[src/rtl/bus_ctrl_pkg.sv]
// -----------------------------------------------------------------------------
// bus_ctrl_pkg
// Shared types for the register-bus transfer sequencer: the sequencer state
// encoding, the command opcodes and a small opcode classification helper.
// No ports (package).
// -----------------------------------------------------------------------------
package bus_ctrl_pkg;

    typedef enum logic [2:0] {
        IDLE,
        DRIVE,
        LATCH,
        EXEC,
        INCR
    } state_e;

    typedef enum logic [1:0] {
        OP_MOVE    = 2'b00,
        OP_CLR     = 2'b01,
        OP_INC     = 2'b10,
        OP_MOVEINC = 2'b11
    } op_e;

    // Transfer ops move data across the bus and need distinct src/dst.
    function automatic logic is_transfer(op_e op);
        return (op == OP_MOVE) || (op == OP_MOVEINC);
    endfunction

endpackage

[src/rtl/bus_xfer_ctrl_if.sv]
// -----------------------------------------------------------------------------
// bus_xfer_ctrl_if
// Command handshake plus per-register control lines of the register-bus
// sequencer.
//   cmd_valid/cmd_ready : command handshake
//   cmd_op/src/dst      : command fields (stable while cmd_valid is held)
//   reg_read/load/inc/clear : one-hot control lines, one bit per register
//   busy/done/err       : sequencer status
// Modports: master = command source / status sink, slave = sequencer.
// -----------------------------------------------------------------------------
interface bus_xfer_ctrl_if #(
    parameter int NREG = 8,
    parameter int SELW = 3
);
    logic            cmd_valid;
    logic            cmd_ready;
    logic [1:0]      cmd_op;
    logic [SELW-1:0] cmd_src;
    logic [SELW-1:0] cmd_dst;
    logic [NREG-1:0] reg_read;
    logic [NREG-1:0] reg_load;
    logic [NREG-1:0] reg_inc;
    logic [NREG-1:0] reg_clear;
    logic            busy;
    logic            done;
    logic            err;

    modport master (
        output cmd_valid, cmd_op, cmd_src, cmd_dst,
        input  cmd_ready, reg_read, reg_load, reg_inc, reg_clear, busy, done, err
    );

    modport slave (
        input  cmd_valid, cmd_op, cmd_src, cmd_dst,
        output cmd_ready, reg_read, reg_load, reg_inc, reg_clear, busy, done, err
    );
endinterface

[src/rtl/bus_xfer_ctrl_sel_decoder.sv]
// -----------------------------------------------------------------------------
// sel_decoder
// Register index to one-hot select. An index outside 0..NREG-1 or a low
// enable yields all zeros.
//   sel    : SELW-bit register index
//   en     : decode enable
//   onehot : NREG-bit one-hot select
// -----------------------------------------------------------------------------
module sel_decoder #(
    parameter int NREG = 8,
    parameter int SELW = 3
) (
    input  logic [SELW-1:0] sel,
    input  logic            en,
    output logic [NREG-1:0] onehot
);
    always_comb begin
        onehot = '0;
        for (int i = 0; i < NREG; i++) begin
            if (en && (sel == SELW'(i))) onehot[i] = 1'b1;
        end
    end
endmodule

[src/rtl/bus_xfer_ctrl.sv]
// -----------------------------------------------------------------------------
// bus_xfer_ctrl
// Sequencer for the shared 16-bit register bus. Accepts MOVE / CLR / INC /
// MOVEINC commands and drives the read/load/inc/clear lines of NREG bus
// registers. A register's bus output follows its read line one clock late,
// so a transfer reads the source for one cycle (DRIVE) before loading the
// destination (LATCH).
//   clk   : rising-edge clock
//   clear : synchronous active-high reset
//   bus   : slave side of bus_xfer_ctrl_if (handshake, reg_* lines, status)
// -----------------------------------------------------------------------------
module bus_xfer_ctrl
    import bus_ctrl_pkg::*;
#(
    parameter int NREG = 8,
    parameter int SELW = 3
) (
    input  logic             clk,
    input  logic             clear,
    bus_xfer_ctrl_if.slave   bus
);
    localparam logic [SELW:0] NREG_L = (SELW+1)'(NREG);

    state_e          state_q, state_d;
    op_e             op_q;
    logic [SELW-1:0] src_q, dst_q;
    logic            done_q, done_d, err_q;
    logic            accept, cmd_bad;
    op_e             cmd_op;
    logic [NREG-1:0] src_oh, dst_oh;

    assign cmd_op        = op_e'(bus.cmd_op);
    assign bus.cmd_ready = (state_q == IDLE) && !clear;
    assign accept        = bus.cmd_valid && bus.cmd_ready;

    // Rejected commands never leave IDLE; they only produce an err pulse.
    assign cmd_bad = ({1'b0, bus.cmd_src} >= NREG_L)
                  || ({1'b0, bus.cmd_dst} >= NREG_L)
                  || (is_transfer(cmd_op) && (bus.cmd_src == bus.cmd_dst));

    // NOTE: sequential state uses non-blocking assignments so every flop
    // samples the pre-edge value of every other flop.
    always_ff @(posedge clk) begin
        if (clear) begin
            state_q <= IDLE;
            op_q    <= OP_MOVE;
            src_q   <= '0;
            dst_q   <= '0;
            done_q  <= 1'b0;
            err_q   <= 1'b0;
        end else begin
            state_q <= state_d;
            if (accept) begin
                op_q  <= cmd_op;
                src_q <= bus.cmd_src;
                dst_q <= bus.cmd_dst;
            end
            done_q <= done_d;
            err_q  <= accept && cmd_bad;
        end
    end

    // NOTE: defaults come first so every path assigns every output and no
    // latch is inferred.
    always_comb begin
        state_d = state_q;
        done_d  = 1'b0;
        case (state_q)
            IDLE:  if (accept && !cmd_bad) state_d = is_transfer(cmd_op) ? DRIVE : EXEC;
            DRIVE: state_d = LATCH;
            LATCH: begin
                if (op_q == OP_MOVEINC) begin
                    state_d = INCR;
                end else begin
                    state_d = IDLE;
                    done_d  = 1'b1;
                end
            end
            EXEC: begin
                state_d = IDLE;
                done_d  = 1'b1;
            end
            INCR: begin
                state_d = IDLE;
                done_d  = 1'b1;
            end
            default: state_d = IDLE;
        endcase
    end

    sel_decoder #(.NREG(NREG), .SELW(SELW)) u_src_dec (
        .sel    (src_q),
        .en     (state_q != IDLE),
        .onehot (src_oh)
    );

    sel_decoder #(.NREG(NREG), .SELW(SELW)) u_dst_dec (
        .sel    (dst_q),
        .en     (state_q != IDLE),
        .onehot (dst_oh)
    );

    // Source stays read through LATCH so the bus holds its value at the load edge.
    assign bus.reg_read  = src_oh & {NREG{(state_q == DRIVE) || (state_q == LATCH)}};
    assign bus.reg_load  = dst_oh & {NREG{state_q == LATCH}};
    assign bus.reg_inc   = (dst_oh & {NREG{(state_q == EXEC) && (op_q == OP_INC)}})
                         | (src_oh & {NREG{state_q == INCR}});
    assign bus.reg_clear = dst_oh & {NREG{(state_q == EXEC) && (op_q == OP_CLR)}};

    assign bus.busy = (state_q != IDLE);
    assign bus.done = done_q;
    assign bus.err  = err_q;

endmodule

[src/flat_wrapper.sv]
// flat-port wrapper written by rule: the top's interface ports become plain ports
module bus_xfer_ctrl_flat import bus_ctrl_pkg::*;
#(
    parameter int NREG = 8,
    parameter int SELW = 3
)
  (clk, clear, bus_cmd_valid, bus_cmd_op, bus_cmd_src, bus_cmd_dst, bus_cmd_ready, bus_reg_read, bus_reg_load, bus_reg_inc, bus_reg_clear, bus_busy, bus_done, bus_err);
  bus_xfer_ctrl_if #(.NREG(NREG), .SELW(SELW)) bus_i ();
  input  logic clk;
  input  logic clear;
  input wire logic [$bits(bus_i.cmd_valid)-1:0] bus_cmd_valid;
  input wire logic [$bits(bus_i.cmd_op)-1:0] bus_cmd_op;
  input wire logic [$bits(bus_i.cmd_src)-1:0] bus_cmd_src;
  input wire logic [$bits(bus_i.cmd_dst)-1:0] bus_cmd_dst;
  output wire logic [$bits(bus_i.cmd_ready)-1:0] bus_cmd_ready;
  output wire logic [$bits(bus_i.reg_read)-1:0] bus_reg_read;
  output wire logic [$bits(bus_i.reg_load)-1:0] bus_reg_load;
  output wire logic [$bits(bus_i.reg_inc)-1:0] bus_reg_inc;
  output wire logic [$bits(bus_i.reg_clear)-1:0] bus_reg_clear;
  output wire logic [$bits(bus_i.busy)-1:0] bus_busy;
  output wire logic [$bits(bus_i.done)-1:0] bus_done;
  output wire logic [$bits(bus_i.err)-1:0] bus_err;
  assign bus_i.cmd_valid = bus_cmd_valid;
  assign bus_i.cmd_op = bus_cmd_op;
  assign bus_i.cmd_src = bus_cmd_src;
  assign bus_i.cmd_dst = bus_cmd_dst;
  assign bus_cmd_ready = bus_i.cmd_ready;
  assign bus_reg_read = bus_i.reg_read;
  assign bus_reg_load = bus_i.reg_load;
  assign bus_reg_inc = bus_i.reg_inc;
  assign bus_reg_clear = bus_i.reg_clear;
  assign bus_busy = bus_i.busy;
  assign bus_done = bus_i.done;
  assign bus_err = bus_i.err;
  bus_xfer_ctrl #(.NREG(NREG), .SELW(SELW)) u_core (.clk(clk), .clear(clear), .bus(bus_i));
endmodule
[config.mk]
export PLATFORM = sky130hd
export DESIGN_NAME = bus_xfer_ctrl_flat
export DESIGN_NICKNAME = d
export VERILOG_FILES = /design/src/rtl/bus_ctrl_pkg.sv /design/src/rtl/bus_xfer_ctrl_if.sv /design/src/rtl/bus_xfer_ctrl_sel_decoder.sv /design/src/rtl/bus_xfer_ctrl.sv /design/src/flat_wrapper.sv
export SDC_FILE = /design/constraint.sdc
export NUM_CORES = 1
export LEC_CHECK = 0
export ABC_AREA = 1
export ABC_CLOCK_PERIOD_IN_PS = 1750
export CAP_MARGIN = 20
export CORE_MARGIN = 2
export CORE_UTILIZATION = 30
export DETAILED_ROUTE_END_ITERATION = 16
export PLACE_DENSITY = 0.65
export SYNTH_ARGS = -nofsm -noshare
export SYNTH_HDL_FRONTEND = slang
export SYNTH_HIERARCHICAL = 1
export SYNTH_SLANG_ARGS = --single-unit
[constraint.sdc]
create_clock -name clk -period 1.75 [get_ports clk]
set_clock_uncertainty 0.05 [all_clocks]
set_input_delay 0.175 -clock clk [delete_from_list [all_inputs] [get_ports clk]]
set_output_delay 0.175 -clock clk [all_outputs]
set_load 0.01 [all_outputs]
; After elaboration in Yosys (flattened, before gate mapping)
; Cells that the tools add are included.
[word_totals]
word_cells = 91
input_bits = 11
reg_bits = 13
out_inout_bits = 36
[op_classes]
bitwise_logic = 6
eq_ne = 24
muxes = 22
n_reduce_logical = 33
[op_table]
columns = operator, count
row1 = AND 8 bit, 5
row2 = equality test 3 bit (second input constant), 9
row3 = logical AND 1 bit, 23
row4 = equality test 3 x 2 -> 1 bit (second input constant), 6
row5 = 2-to-1 mux 1 bit, 17
row6 = equality test 3 x 1 -> 1 bit (second input constant), 3
row7 = zero test 3 bit, 3
row8 = one-hot mux 3 bit (3 select lines), 1
row9 = OR 8 bit, 1
row10 = equality test 2 bit (second input constant), 3
row11 = 2-to-1 mux 3 bit, 2
row12 = equality test 3 bit, 1
row13 = nonzero test 3 bit, 1
row14 = equality test 2 x 1 -> 1 bit (second input constant), 1
row15 = zero test 1 bit, 2
row16 = zero test 2 bit, 1
row17 = logical OR 1 bit, 2
row18 = 2-to-1 mux 2 bit, 1
row19 = != test 2 bit (second input constant), 1
row20 = one-hot mux 1 bit (2 select lines), 1
row21 = OR reduction 2 bit, 1

; Logic depth before layout (Yosys ltp)
; Gate-level depths: netlist (run 1).
[logic_depth]
word_depth = 7
ltp_mapped = 7
ltp_nobuf = 7

; By module
; Netlist (run 1), hierarchy kept.
[modules_own_cells]
columns = module, n_inst, area_each_um2, seq_area_each_um2, cells_each
row1 = bus_xfer_ctrl, 1, 805.8, 260.2, 139
row2 = sel_decoder, 2, 63.8, 0.0, 17

; Worst setup path before layout (run 1)
; Ideal clock, no wire load.
[synth_timing]
path_type = reg-to-output
start = reg u_core.state_q[2]
end = out bus_reg_inc[4]
n_path_buf = 0
stages_incl_launch_ff = 7
t_arrival_ns = 1.111
t_required_ns = 1.525
setup_slack_ns = 0.414
path_cell_list = dfxtp_1 -> nor2_2 -> nand2_2 -> nand2_1 -> nor2_1 -> inv_1 -> o22ai_1
[synth_between]
elab_chain_len = 5
[synth_rtl]
columns = item, line
row1 = from (decl), bus_xfer_ctrl.sv:24  ; state_e state_q, state_d;
row2 = from (signal assigned), bus_xfer_ctrl.sv:52  ; state_q <= state_d;
row3 = nonzero test 3 bit, --
row4 = via bus_busy, flat_wrapper.sv:20  ; output wire logic [$bits(bus_i.busy)-1:0] bus_busy;
row5 = logical AND 1 bit, bus_xfer_ctrl_sel_decoder.sv:20  ; if (en && (sel == SELW'(i))) onehot[i] = 1'b1;
row6 = 2-to-1 mux 1 bit, bus_xfer_ctrl_sel_decoder.sv:20
row7 = via u_core.src_oh[4], bus_xfer_ctrl.sv:30  ; logic [NREG-1:0] src_oh, dst_oh;
row8 = AND 8 bit, bus_xfer_ctrl.sv:107  ; | (src_oh & {NREG{state_q == INCR}});
row9 = OR 8 bit, bus_xfer_ctrl.sv:107
row10 = to (decl), flat_wrapper.sv:18  ; output wire logic [$bits(bus_i.reg_inc)-1:0] bus_reg_inc;
; The timed path passes the listed nets, and every way through them passes these cells.

; Final worst setup path (run 1)
[layout_timing]
start = reg u_core.state_q[0]
end = out bus_reg_inc[7]
[layout_between]
elab_chain_len = 5
[layout_rtl]
columns = item, line
row1 = nonzero test 3 bit, "bus_xfer_ctrl.sv:93, bus_xfer_ctrl.sv:99"
row2 = logical AND 1 bit, bus_xfer_ctrl_sel_decoder.sv:20
row3 = 2-to-1 mux 1 bit, bus_xfer_ctrl_sel_decoder.sv:20
row4 = "AND 8 bit, on equally long branches", "bus_xfer_ctrl.sv:106, bus_xfer_ctrl.sv:107"
row5 = OR 8 bit (*), bus_xfer_ctrl.sv:107
; Every way passes the cells marked *; elsewhere a longest branch is shown, timed or not.

==> results of run 1 <==
## worst register-to-register path, stage by stage, from the launching register on
cell     delay (ns)
dfxtp_4        0.36
nor2_4         0.14
nand2_4        0.09
buf_4          0.16
nor3_4         0.30
nand2_1        0.11
a21oi_1        0.13
## how the worst max path moves through the flow
| stage | startpoint | endpoint | slack, ns | cells after the start |
|---|---|---|---|---|
| after floorplan | u_core/state_q[2]$_SDFFE_PP0P_ | bus_reg_inc[4] | 0.41 | 6 |
| after global placement | u_core/state_q[1]$_SDFFE_PP0P_ | bus_reg_clear[3] | -0.07 | 5 |
| after detailed placement | u_core/state_q[1]$_SDFFE_PP0P_ | bus_reg_inc[6] | -0.1 | 5 |
| after CTS | u_core/state_q[1]$_SDFFE_PP0P_ | bus_reg_inc[6] | -0.02 | 6 |
| after global routing | u_core/state_q[0]$_SDFFE_PP0P_ | bus_reg_inc[7] | -0.06 | 6 |
| final | u_core/state_q[0]$_SDFFE_PP0P_ | bus_reg_inc[7] | 0.06 | 6 |
## state kept, by name (all words and copies together) (netlist names)
name	count
u_core/op_q	2
u_core/src_q	3
u_core/bus.err	1
u_core/bus.done	1
u_core/state_q	3
u_core/dst_q	3
## cell families after synthesis
kind of cell | share of synthesized area (%)
DFF | 27.9
and+or+nand+nor | 44.6
AOI/OAI and AO/OA | 12.2
buffers and inverters | 15.3
## layout by cell type (no fill, tap or decap), types with 2 or more instances in the layout
cell type / n
o22ai_2: 3
o22ai_1: 5
dfxtp_4: 2
nor2_2: 3
dlygate4sd2_1: 3
clkbuf_2: 16
clkbuf_4: 3
dfxtp_1: 10
o21ai_0: 2
inv_1: 32
nor2_1: 43
nor3_1: 2
clkdlybuf4s15_1: 5
nand2_1: 41
buf_4: 7
nand2_4: 2
nand2_2: 6
inv_2: 4
buf_2: 9
a21oi_1: 9
nor3_4: 2
clkdlybuf4s50_1: 12
## layout make-up
class,count,area [sq um]
clock buffer,4,26.3
inverter,37,141
multi-input combinational,122,608
timing repair buffer,54,398
tap,33,41.3
sequential,13,269
fill,329,1520
## per-stage QoR
step           utilization, %  TNS (ns)
2_1_floorplan               -         0
5_1_grt                  49.4    -0.269
3_5_place_dp             48.9     -1.25
4_1_cts                  49.5   -0.0333
6_report                 49.4         0
3_3_place_gp             48.9    -0.837
## per-layer routing
metal	vias up	wire length [um]	global-route usage [%]
met1	491	1250	20.5
met2	39	1420	29.7
met3	2	196	1.73
met5	-	0	0
met4	0	24	6.67
li1	636	-	-
## where the power goes
| part | switching (uW) | internal (uW) |
|---|---|---|
| Sequential | 14.0 | 309 |
| Clock | 95.2 | 88.2 |
| Combinational | 116 | 81.5 |
| Total | 225 | 478 |
## repair_timing
action / CTS / global route
pin swaps: 3 / 5
gates cloned: 0 / 0
setup endpoints to repair: 34 / 34
setup buffers: 2 / 1
resized for setup: 69 / 58
hold endpoints to repair: 0 / 0
==> flow_summary.yaml, run 1 <==
sta:
  slew_headroom_pct: 75.1
  period_share_pct: 96.5
  worstMarginPinSlew_ns: 0.373
  timing.final.ws_setup_ns: 0.0609
  min_period_ns: 1.69
  max_freq_mhz: 592
  slew_viol_final: 0
  hold_viol_final: 0
  finalSetupViolCount: 0
  hold_slack_ns: 0.441
  rsz0062_at_grt: "true"
hold_path:
  min_to: "u_core/state_q[2]$_SDFFE_PP0P_"
  hold_path.class: "reg2reg"
  hold_path_depth: 2
  min_from: "u_core/op_q[0]$_SDFFE_PP0P_"
global_routing:
  grt_pass1_vias: 1018
  grt_pass1_wl_um: 4500
  grt_max_degree: 13
  grt_usage_pct: 16.7
  antenna_found_initial: 0
  grt_overflow_total: 0
clock_tree:
  cts_buffer_depth: 2
  cts_buffers: 3
  cts_hold_buf: 0
  insertion_delay_ns: 0.27
  cts_sinks: 13
  cts.htree.levels: 1
  cts.clk_slew.worst_paths_ns: 0.08
  cts-root-buf: "clkbuf_4"
  cts_tree: "done"
critical_path:
  reg2regPathDepth: 6
  critical_path_class: "reg2out"
  required_ns: 1.52
  path_buf_inv: 3
  r2r_start: "u_core/state_q[1]$_SDFFE_PP0P_"
  path_max_fanout: 8
  critical-path-top-delay-family: "flip-flops"
  critPathLaunchType: "flip-flop"
  r2r_slack_ns: 0.35
  r2r_end: "u_core/dst_q[2]$_SDFFE_PP0P_"
  critPathMaxStageDelay_ns: 0.36
  crit_path_cell_trace: "inv_4 -> nor3_4 -> buf_6 -> nand3_4 -> o22ai_1 -> buf_2"
  end_kind: "primary output"
  cp_slowest_cell: "dfxtp_2"
  arrival_ns: 1.46
routing:
  wl_per_cell_um: 11.0
  ant_nets: 0
  route.vias.total: 1168
  wl_um: 2890
  vias_per_cell: 4.44
  dr.first_iter.drc_count: 56
  drcViolationCount: 0
  dr.pass1.iters: 4
synthesis:
  synth_edf_count: 0
  ys_warn_count: 6
  syn_avg_cell_area_sq_um: 5.40
  synthArstFlopShare_pct: 0
  synthTopCellsByArea: "dfxtp_1, nand2_1, nor2_1"
  syn_area_sq_um: 933
  seq_area_frac_synth_pct: 27.9
  synth_commonest_cells: "nand2_1, nor2_1, inv_1, dfxtp_1, a21oi_1"
  yosysTopAreaCell: "dfxtp_1"
  ys_types: 16
  synth_cells: 173
  ys_ff_latch: 13
  synth_flop_cell: "dfxtp_1"
  synth_top_area_share_pct: 27.9
  syn-num-nets: 184
cells_and_area:
  num-nets-final: 242
  n_antenna_cell: 0
  design_area_sq_um: 1480
  area_growth_pct: 59.0
  finalNonFillerCells: 263
  drive_above_1_share_pct: 27.8
place:
  io_buffer_count: 46
  routabilityCongestion: 0.840
  pre_cts_ws_ns: -0.0967
  dp.cells: 256
  placed_cell_area_sq_um: 1470
  dp_hpwl_um: 2230
floorplanning:
  core-area_sq_um: 3000
  dieWidth_um: 59.8
  die_h_um: 59.8
  num_rows: 20
  start_util_pct: 31.1
  die-area_sq_um: 3570
  pin_count: 47
pwr:
  power_uw: 703
  p_per_area_nw_per_um2: 474
  peakVddDrop_mv: 0.239
  p_leak_uw: 0.000665
run:
  maxCapViolations: 0
status:
  outcome: "complete, no violations"
Power figures use the tool's default switching activity.
==> run 2: changes to the inputs <==
Settings changed: CELL_PAD_IN_SITES_DETAIL_PLACEMENT from default to 1, CELL_PAD_IN_SITES_GLOBAL_PLACEMENT from default to 2, CORE_UTILIZATION 30 to 19, PLACE_DENSITY 0.65 to 0.85.
==> flow_summary.yaml, run 2 (synthesized netlist as in run 1, its figures left out) <==
cells_and_area:
  drive_above_1_share_pct: 29.5
  num-nets-final: 246
  area_growth_pct: 74.0
  layout_common_cells: "nor2_1, nand2_1, inv_1, clkbuf_2, clkdlybuf4s50_1"
  n_antenna_cell: 0
  final_core_util_pct: 34.4
  reg_top3: "u_core/dst_q (3), u_core/src_q (3), u_core/state_q (3)"
  fillers: 646
place:
  io_buffer_count: 46
  pre_cts_ws_ns: -0.195
  dp_hpwl_um: 2820
  routabilityCongestion: 0.745
critical_path:
  crit_path_cell_trace: "inv_4 -> nor3_4 -> buf_6 -> nand3_4 -> buf_6 -> o22ai_2 -> buf_2"
  r2r_end: "u_core/dst_q[0]$_SDFFE_PP0P_"
  r2r_slack_ns: 0.28
  r2r_start: "u_core/state_q[2]$_SDFFE_PP0P_"
  reg2regPathDepth: 8
  critPathMaxStageDelay_ns: 0.35
  critPathMostFrequentCell: "buf_6"
  required_ns: 1.52
  cp_slowest_cell: "dfxtp_2"
  critical_path_class: "reg2out"
  end_kind: "primary output"
  arrival_ns: 1.52
  path_max_fanout: 8
  critPathLaunchType: "flip-flop"
sta:
  hold_slack_ns: 0.449
  max_freq_mhz: 574
  min_period_ns: 1.74
  finalSetupViolCount: 0
  rsz0062_at_grt: "true"
  period_share_pct: 99.6
  worstMarginPinSlew_ns: 0.375
  timing.final.ws_setup_ns: 0.00785
  slew_headroom_pct: 74.9
  hold_viol_final: 0
  slew_viol_final: 0
run:
  maxCapViolations: 0
global_routing:
  grt_usage_pct: 13.1
  antenna_found_initial: 0
  grt_overflow_total: 0
  grt_pass1_vias: 1214
  grt_pass1_wl_um: 5600
  grt_max_degree: 13
pwr:
  p_leak_uw: 0.000699
  peakVddDrop_mv: 0.250
  p_per_area_nw_per_um2: 496
  power_uw: 806
clock_tree:
  cts_buffers: 3
  insertion_delay_ns: 0.24
  cts.htree.levels: 1
  cts_sinks: 13
  cts_tree: "done"
  cts-root-buf: "clkbuf_8"
  cts.clk_slew.worst_paths_ns: 0.06
  cts_hold_buf: 0
  cts_buffer_depth: 2
hold_path:
  hold_path.class: "reg2reg"
  min_from: "u_core/op_q[0]$_SDFFE_PP0P_"
  min_to: "u_core/state_q[2]$_SDFFE_PP0P_"
  hold_path_depth: 2
floorplanning:
  start_util_pct: 19.8
  core-area_sq_um: 4720
  pin_count: 47
  dieWidth_um: 74.1
  num_rows: 25
  die_h_um: 74.1
  die-area_sq_um: 5490
routing:
  ant_nets: 0
  drcViolationCount: 0
  wl_um: 3490
  dr.pass1.iters: 4
  route.vias.total: 1230
  dr.first_iter.drc_count: 35
  wl_per_cell_um: 11.6
  vias_per_cell: 4.09
status:
  outcome: "complete, no violations"
==> run 2: changes by cell type in the layout (fill, tap and decap cells not counted), moves of 3 or more <==
cell / delta
o22ai_1: -4
o22ai_2: +4
buf_4: +3
clkbuf_2: -3
clkbuf_4: -3
clkbuf_8: +3
dlygate4sd2_1: +3
==> run 2: layout make-up <==
type	instances	area, sq um	area share (%)
sequential	13	267	16.4
multi-input combinational	122	633	39.0
timing repair buffer	58	454	28.0
clock buffer	4	45.0	2.77
inverter	37	141	8.71
tap	67	83.8	5.16
==> run 2: worst max path at each step <==
| stage | slack [ns] | end | cells past startpoint | startpoint |
|---|---|---|---|---|
| final | 0.008 | bus_reg_inc[1] | 7 | u_core/state_q[0]$_SDFFE_PP0P_ |
| after global routing | -0.07 | bus_reg_inc[6] | 6 | u_core/state_q[0]$_SDFFE_PP0P_ |
| after CTS | -0.1 | bus_reg_inc[4] | 6 | u_core/state_q[1]$_SDFFE_PP0P_ |
| after detailed placement | -0.20 | bus_reg_inc[7] | 5 | u_core/state_q[1]$_SDFFE_PP0P_ |
| after global placement | -0.13 | bus_reg_inc[2] | 5 | u_core/state_q[1]$_SDFFE_PP0P_ |
| after floorplan | 0.41 | bus_reg_inc[4] | 6 | u_core/state_q[2]$_SDFFE_PP0P_ |
==> run 2: worst max-delay path, delay by kind of cell (launching register included) <==
family | cells | cell delay (ns)
flops | 1 | 0.35
buf+inv | 4 | 0.50
simple gates | 2 | 0.35
compound gates | 1 | 0.07
==> run 2: routing by layer <==
metal  vias up  part of all wire [%]  track usage (%)  routed length [um]
met5         -                     0                0                   0
met3         4                   4.2             1.22                 146
met4         0                  0.98             4.24                  34
met1       554                    44             15.5                1530
li1        640                     -                -                   -
met2        32                    51             24.8                1780
==> run 2: what timing repair did <==
action                                  CTS  global route
endpoints found under the setup margin   34            34
cloned                                    0             0
setup buffers                             1             2
gates resized for setup                  66            57
pin swaps                                 2             1
==> run 2: power by group <==
group,total [uW],switching (uW),internal [uW]
sequential,325,15.0,310
clock,270,109,161
combinational,211,124,87.2
==> run 2: per-stage QoR <==
stage               instance area [sq um]  cells  setup TNS, ns
CTS                                  1610    299         -0.549
global route                         1620    301         -0.137
detailed placement                   1540    294          -2.54
global placement                     1540    294          -1.56
finish                               1620    301              0
floorplan                             933    173              0
==> run 3: changes to the inputs <==
Settings changed: CORE_ASPECT_RATIO from default to 1.2.
==> flow_summary.yaml, run 3 (synthesized netlist as in run 1, its figures left out) <==
sta:
  period_share_pct: 95.7
  worstMarginPinSlew_ns: 0.383
  min_period_ns: 1.68
  finalSetupViolCount: 0
  max_freq_mhz: 597
  fin_setup_tns_ns: 0
  rsz0062_at_grt: "true"
  slew_viol_final: 0
  hold_viol_final: 0
  slew_headroom_pct: 74.4
cells_and_area:
  layout_common_cells: "nor2_1, nand2_1, inv_1, clkbuf_2, clkdlybuf4s50_1"
  finalNonFillerCells: 290
  fillers: 656
  drive_above_1_share_pct: 31.0
  area_growth_pct: 66.8
  final_common_cell: "nor2_1"
  n_antenna_cell: 0
  reg_top3: "u_core/dst_q (3), u_core/src_q (3), u_core/state_q (3)"
  num-nets-final: 244
clock_tree:
  cts.clk_slew.worst_paths_ns: 0.05
  cts-root-buf: "clkbuf_8"
  cts_sinks: 13
  cts.htree.levels: 1
  cts_setup_buffers: 0
  cts_buffers: 3
  insertion_delay_ns: 0.23
  cts_buffer_depth: 2
  cts_tree: "done"
pwr:
  switching_share_pct: 30.2
  p_per_area_nw_per_um2: 515
  internal_power_uw: 560
  pwr-share-comb_pct: 26.8
  switchingPower_uw: 242
  p_seq_share_pct: 40.4
  clock_power_share_pct: 32.9
  power_uw: 802
  p_leak_uw: 0.000680
  peakVddDrop_mv: 0.325
critical_path:
  critical_path_class: "reg2out"
  cp_slowest_cell: "dfxtp_2"
  critPathMaxStageDelay_ns: 0.33
  path_max_fanout: 8
  end_kind: "primary output"
  required_ns: 1.52
  crit_path_cell_trace: "inv_2 -> buf_4 -> buf_4 -> nand2_1 -> nand2_2 -> inv_4 -> nor2_1 -> dlygate4sd2_1"
  arrival_ns: 1.45
  critPathMostFrequentCell: "buf_4"
  critPathLaunchType: "flip-flop"
global_routing:
  grt_overflow_total: 0
  grt_usage_pct: 13.0
  antenna_found_initial: 0
  grt_pass1_wl_um: 5500
  grt_max_degree: 13
  grt_pass1_vias: 1199
routing:
  drcViolationCount: 0
  ant_nets: 0
  vias_per_cell: 4.22
  dr.pass1.iters: 4
  dr.first_iter.drc_count: 22
  route.vias.total: 1224
  wl_um: 3330
  wl_per_cell_um: 11.5
run:
  maxCapViolations: 0
floorplanning:
  die-area_sq_um: 5490
  dieWidth_um: 68.0
  die_h_um: 80.8
  num_rows: 27
  core-area_sq_um: 4660
  pin_count: 47
  start_util_pct: 20.0
status:
  outcome: "complete, no violations"
place:
  io_buffer_count: 46
  routabilityCongestion: 0.785
  dp.cells: 286
  dp_hpwl_um: 2670
hold_path:
  hold_path.class: "reg2reg"
[run 3: critical path: cells and delay by family, from the launching register on]
| family | cells | cell delay (ns) |
|---|---|---|
| AND/OR/NAND/NOR | 3 | 0.20 |
| flip-flops | 1 | 0.33 |
| buffers and inverters | 5 | 0.68 |
[run 3: power groups by stage]
stage / clock network (uW) / logic (uW) / registers [uW]
2_1_floorplan: 0 / 102 / 327
3_3_place_gp: 0 / 198 / 328
3_5_place_dp: 0 / 200 / 329
4_1_cts: 274 / 204 / 322
5_1_grt: 293 / 243 / 326
6_report: 263 / 214 / 324
[run 3: cell type report]
cell class	count	area, sq um	area share [%]
clock buffer	4	45.0	2.89
inverter	37	141	9.08
multi-input combinational	122	637	40.9
sequential	13	267	17.1
tap	58	72.6	4.66
timing repair buffer	56	394	25.3
[run 3: final timing paths]
kind | from | to | slack, ns | cells after the start
worst max-delay path | u_core/state_q[0]$_SDFFE_PP0P_ | bus_reg_read[2] | 0.07 | 8
worst min-delay path | u_core/op_q[0]$_SDFFE_PP0P_ | u_core/state_q[2]$_SDFFE_PP0P_ | 0.43 | 2
worst max register to register | u_core/state_q[2]$_SDFFE_PP0P_ | u_core/dst_q[2]$_SDFFE_PP0P_ | 0.29 | 8
worst min register to register | u_core/op_q[0]$_SDFFE_PP0P_ | u_core/state_q[2]$_SDFFE_PP0P_ | 0.43 | 2
[run 3: repair_timing]
action | CTS | global route
pin swaps | 2 | 4
endpoints found under the setup margin | 34 | 34
hold endpoints to repair | 0 | 0
resized for setup | 65 | 66
hold buffers | 0 | 0
[run 3: through the flow]
step / area, sq um / setup WS, ns / hold slack [ns] / util [%]
5_1_grt: 1560 / -0.0282 / 0.471 / 33.4
6_report: 1560 / 0.0750 / 0.435 / 33.4
3_5_place_dp: 1540 / -0.207 / 0.431 / 33.0
3_3_place_gp: 1540 / -0.135 / 0.425 / 33.0
2_1_floorplan: 933 / 0.414 / 0.268 / -
4_1_cts: 1630 / -0.0178 / 0.439 / 34.9
[run 3: layer usage]
layer	wire length [um]	GRT usage [%]
met5	0	0
met3	194	2.35
met4	31	4.40
met1	1450	15.4
met2	1660	23.2
